### src/rtl/fpu_norm_pkg.sv
// Shared constants and the default-width stage-1 bundle for the FPU add/sub post-adder normaliser.
package fpu_norm_pkg;
  localparam int DEF_MANT_W = 27;
  localparam int DEF_EXP_W  = 8;
  localparam int DEF_LZC_W  = $clog2(DEF_MANT_W + 1);
  localparam int STICKY_IDX = 0;
  localparam logic [DEF_EXP_W-1:0] EXP_MAX = '1;

  typedef struct packed {
    logic                  ovf;
    logic [DEF_MANT_W-1:0] mant;
    logic [DEF_EXP_W-1:0]  exp;
    logic [DEF_LZC_W-1:0]  lzc;
    logic                  zero;
  } s1_t;
endpackage

### src/rtl/fp_lzc.sv
// Combinational leading-zero counter; an all-zero input reports a count of W.
module fp_lzc #(
  parameter int W  = 27,
  parameter int CW = $clog2(W + 1)
) (
  input  logic [W-1:0]  data_i,
  output logic [CW-1:0] count_o,
  output logic          all_zero_o
);
  // Scanning upward lets the highest set bit make the final assignment.
  always_comb begin
    count_o = CW'(W);
    for (int i = 0; i < W; i++) begin
      if (data_i[i]) count_o = CW'(W - 1 - i);
    end
  end

  assign all_zero_o = ~|data_i;
endmodule

### src/rtl/fp_norm_shifter_pipe.sv
// Two-stage post-adder normaliser: stage 1 captures the adder result plus its leading-zero
// count, stage 2 applies the right/left shift, exponent adjustment and flags.
module fp_norm_shifter_pipe
  import fpu_norm_pkg::*;
#(
  parameter int MANT_W = DEF_MANT_W,
  parameter int EXP_W  = DEF_EXP_W,
  parameter int LZC_W  = $clog2(MANT_W + 1)
) (
  input  logic              clk,
  input  logic              rst,
  input  logic              in_valid,
  output logic              in_ready,
  input  logic              in_ovf,
  input  logic [MANT_W-1:0] in_mant,
  input  logic [EXP_W-1:0]  in_exp,
  output logic              out_valid,
  input  logic              out_ready,
  output logic [MANT_W-1:0] out_mant,
  output logic [EXP_W-1:0]  out_exp,
  output logic              out_zero,
  output logic              out_ovf,
  output logic              out_unf
);
  // Handshake: a beat moves across an interface on the edge where valid & ready are both high;
  // a stage with valid set and no downstream room holds its contents unchanged.
  typedef struct packed {
    logic              ovf;
    logic [MANT_W-1:0] mant;
    logic [EXP_W-1:0]  exp;
    logic [LZC_W-1:0]  lzc;
    logic              zero;
  } stage1_t;

  localparam logic [EXP_W-1:0] EXP_ALL1 = '1;
  localparam logic [EXP_W:0]   ONE_X    = 1;

  stage1_t           s1_q, s1_d;
  logic              s1_valid_q;
  logic              s2_load;
  logic [LZC_W-1:0]  lzc_cnt;
  logic              lzc_zero;

  logic              out_valid_q;
  logic [MANT_W-1:0] mant_q, mant_d;
  logic [EXP_W-1:0]  exp_q, exp_d;
  logic              zero_q, zero_d, ovf_q, ovf_d, unf_q, unf_d;

  logic [EXP_W:0]    exp_x, lzc_x, exp_inc;
  logic [LZC_W-1:0]  sh_amt;

  fp_lzc #(.W(MANT_W), .CW(LZC_W)) u_lzc (
    .data_i     (in_mant),
    .count_o    (lzc_cnt),
    .all_zero_o (lzc_zero)
  );

  assign s2_load  = !out_valid_q || out_ready;
  assign in_ready = !s1_valid_q || s2_load;

  always_comb begin
    s1_d.ovf  = in_ovf;
    s1_d.mant = in_mant;
    s1_d.exp  = in_exp;
    s1_d.lzc  = lzc_cnt;
    s1_d.zero = lzc_zero;
  end

  always_comb begin
    mant_d  = '0;
    exp_d   = '0;
    zero_d  = 1'b0;
    ovf_d   = 1'b0;
    unf_d   = 1'b0;
    sh_amt  = '0;
    exp_x   = {1'b0, s1_q.exp};
    lzc_x   = (EXP_W + 1)'(s1_q.lzc);
    exp_inc = exp_x + ONE_X;
    if (s1_q.ovf) begin
      // The bit shifted out on the right is folded into sticky.
      mant_d = {1'b1, s1_q.mant[MANT_W-1:STICKY_IDX+2],
                s1_q.mant[STICKY_IDX+1] | s1_q.mant[STICKY_IDX]};
      if (exp_inc >= {1'b0, EXP_ALL1}) begin
        exp_d = EXP_ALL1;
        ovf_d = 1'b1;
      end else begin
        exp_d = exp_inc[EXP_W-1:0];
      end
    end else if (s1_q.zero) begin
      zero_d = 1'b1;
    end else if (exp_x > lzc_x) begin
      sh_amt = s1_q.lzc;
      exp_d  = EXP_W'(exp_x - lzc_x);
      mant_d = s1_q.mant << sh_amt;
    end else begin
      // Denormal: shift only as far as the exponent allows (exp - 1), then clamp to 0.
      sh_amt = (s1_q.exp == '0) ? '0 : LZC_W'(exp_x - ONE_X);
      unf_d  = 1'b1;
      mant_d = s1_q.mant << sh_amt;
    end
  end

  always_ff @(posedge clk) begin
    if (rst) begin
      s1_valid_q  <= 1'b0;
      s1_q        <= '0;
      out_valid_q <= 1'b0;
      mant_q      <= '0;
      exp_q       <= '0;
      zero_q      <= 1'b0;
      ovf_q       <= 1'b0;
      unf_q       <= 1'b0;
    end else begin
      if (in_ready) s1_valid_q <= in_valid;
      if (in_valid && in_ready) s1_q <= s1_d;
      if (s2_load) out_valid_q <= s1_valid_q;
      if (s1_valid_q && s2_load) begin
        mant_q <= mant_d;
        exp_q  <= exp_d;
        zero_q <= zero_d;
        ovf_q  <= ovf_d;
        unf_q  <= unf_d;
      end
    end
  end

  assign out_valid = out_valid_q;
  assign out_mant  = mant_q;
  assign out_exp   = exp_q;
  assign out_zero  = zero_q;
  assign out_ovf   = ovf_q;
  assign out_unf   = unf_q;
endmodule

### config.mk
export PLATFORM = sky130hd
export DESIGN_NAME = fp_norm_shifter_pipe
export DESIGN_NICKNAME = d
export VERILOG_FILES = /design/src/rtl/fpu_norm_pkg.sv /design/src/rtl/fp_lzc.sv /design/src/rtl/fp_norm_shifter_pipe.sv
export SDC_FILE = /design/constraint.sdc
export NUM_CORES = 1
export LEC_CHECK = 0
export BUFFER_PORTS_ARGS = -buffer_cell sky130_fd_sc_hd__buf_2
export CAP_MARGIN = 20
export CORE_ASPECT_RATIO = 1.2
export CORE_UTILIZATION = 35
export DETAILED_ROUTE_END_ITERATION = 6
export GPL_ROUTABILITY_DRIVEN = 0
export PLACE_DENSITY = 0.64
export SYNTH_ARGS = -nofsm -noshare
export SYNTH_HDL_FRONTEND = slang
export SYNTH_SLANG_ARGS = --single-unit
### constraint.sdc
create_clock -name clk -period 6 [get_ports clk]
set_input_delay 1.2 -clock clk [delete_from_list [all_inputs] [get_ports clk]]
set_output_delay 1.2 -clock clk [all_outputs]
set_load 0.02 [all_outputs]
==> metrics.txt <==
status=completed; Fmax=244.8 MHz; commonest cells after routing, fill and taps aside=nand2_1, a21oi_1, dfxtp_1, buf_2, nor2_1; number of global-route vias before repair=5218; PwrDens=260.5 nW/um^2; unrepaired setup endpoints after global routing=no; YS warnings=0; Setup crit end kind=flop; wire per inst=17.23 um; final WL=17350 um; Finished Cell Area=6352 sq um; clock slew at reported path FFs=60 ps; fillers=1659; syn nets=795; critical path class=flop to flop; Hold Vio Cnt, Final=0; Port-buffer cells=79; Final Max Slew Viols=0; Yosys top cell area share=0.2941; gr ovfl total=0; CTS tree=yes; Yosys cell types=71; Core Box Area=15580 sq um; Fin Clk Skew=6.618 ps; Post-CTS Repair Setup Buffers=0; largest area contributor in the netlist=dfxtp_1; CTS Buf Count=9; commonest non-fill, non-tap cell in the layout=nand2_1; Post-synth EDFFs=0; maximum VDD drop=0.0001515 V; Static Leakage=0.002714 uW; full die area=16460 sq um; first-pass GRT wire length=27940 um; syn avg cell area=7.492 sq um; flops & latches, synth=82; Multi-input gate area=3615 sq um; sequential share of the synthesized area=0.2941; hold_buf cts=0; Worst Path Max Fanout=15; initial DRC count=374; Post-CTS Resized=0; DRT Pass-1 Iters=6; DRT antenna net count=0; Setup TNS=0 ps; Slew headroom=0.3139; initial antenna violation count=0; CTS H-tree depth=3; Cell Area, Synth=5582 sq um; nets=844; CTS max path bufs=2; placed cell area=6066 sq um; Cells after Synth=745; main flop type after synthesis=dfxtp_1; Arr. time, crit path=4300 ps; Post-synth ARST share=0; DR DRC count=0; largest net degree at the start of global routing=57; initial core utilization=0.3583; CTS sink cnt=82; Worst-Skew Late Latency=350 ps; Slew @ Worst Pin=1029 ps; Max Cap Viol=0; DR vias/cell=5.605; fin crit period=4085 ps; register area=1642 sq um; Area contributors post-synth=dfxtp_1, mux2i_1, nand2_1; Boundary Pins=80; via count=5644; Cell Rows=50; worst hold path type=flop to flop; all-layer global routing usage=0.2164; final setup vio count=0; WP data required=6210 ps; Root Buffer=clkbuf_16; Tcrit/Tclk final=0.6809; Antenna Cells=0; Die H=140.3 um; Final HPWL DP=12740 um; share of cells above drive strength 1=0.1652; Area growth, synth to finish=13.81%; Die Wd=117.3 um; CP startpoint kind=flop
==> final timing paths <==
path,slack (ps),cells past startpoint,from,endpoint
worst min-delay path,450,2,out_zero$_SDFFE_PP0P_,out_zero$_SDFFE_PP0P_
worst max register to register,1910,14,exp_x[0]$_SDFFE_PP0P_,out_mant[17]$_SDFFE_PP0P_
worst max-delay path,1910,14,exp_x[0]$_SDFFE_PP0P_,out_mant[17]$_SDFFE_PP0P_
worst min register to register,450,2,out_zero$_SDFFE_PP0P_,out_zero$_SDFFE_PP0P_
==> per-layer routing <==
metal,part of all wire,track usage
met1,0.45,0.2995
met2,0.44,0.3223
met5,0,0
met4,0.032,0.09660
met3,0.078,0.04068
==> cells in the mapped netlist, types with 7 or more instances <==
master,number
a21oi_1,91
a221oi_1,8
a31oi_1,16
and3_1,13
buf_2,7
clkbuf_1,33
dfxtp_1,82
ha_1,9
inv_1,19
mux2_2,11
mux2i_1,56
nand2_1,146
nand2b_1,7
nand3_1,27
nor2_1,58
nor3_1,18
nor4_1,11
o21ai_0,10
xor2_1,7
==> critical path: stages (launching register included) <==
cell	delay, ps
dfxtp_1	370
inv_1	200
ha_1	200
inv_1	50
fa_1	390
a21oi_1	240
o211a_1	280
nor3_2	90
a21oi_2	640
buf_4	360
mux2_4	330
o221a_1	250
a211o_1	260
a31oi_1	200
a2111oi_2	70
==> area by class of cell <==
type                       count  area share
tap                          208     0.04097
clock buffer                  14     0.03998
inverter                      19     0.01123
clock inverter                 2    0.001970
timing repair buffer          91     0.07839
sequential                    82      0.2584
multi-input combinational    591      0.5690
==> state kept, by name, indices dropped and copies added (netlist names) <==
name,count
s1_valid_q,1
out_exp,8
out_valid,1
exp_x,8
s1_q,29
out_ovf,1
lzc_x,5
out_unf,1
out_zero,1
out_mant,27
==> through the flow <==
stage	worst slack, ps	total power, uW	utilization	std cells	hold slack, ps
2_1_floorplan	2931	1013	-	745	436.3
3_3_place_gp	2064	1147	0.3894	990	438.0
3_5_place_dp	1935	1145	0.3894	990	446.2
4_1_cts	1923	1651	0.4065	1006	452.8
5_1_grt	1651	1737	0.4078	1007	484.0
6_report	1915	1655	0.4078	1007	449.5
==> report_power, final <==
part           total, uW  switching [uW]  internal [uW]  leakage [uW]
registers            613            37.0            576      0.000670
clock network        509             217            292      0.000127
logic                533             336            197       0.00192
==> cell families (layout without fill, tap and decap cells) <==
logic type                 after synthesis  in the layout  synth area share
AOI/OAI and AO/OA                      195            195            0.2246
xor gates and xnor gates                13             13           0.02040
adders and majority gates               10             10           0.02376
buffers and inverters                   72            126           0.05940
DFF                                     82             82            0.2941
muxes                                   71             71            0.1354
and+or+nand+nor                        302            302            0.2423
(Power assumes the default switching activity.)
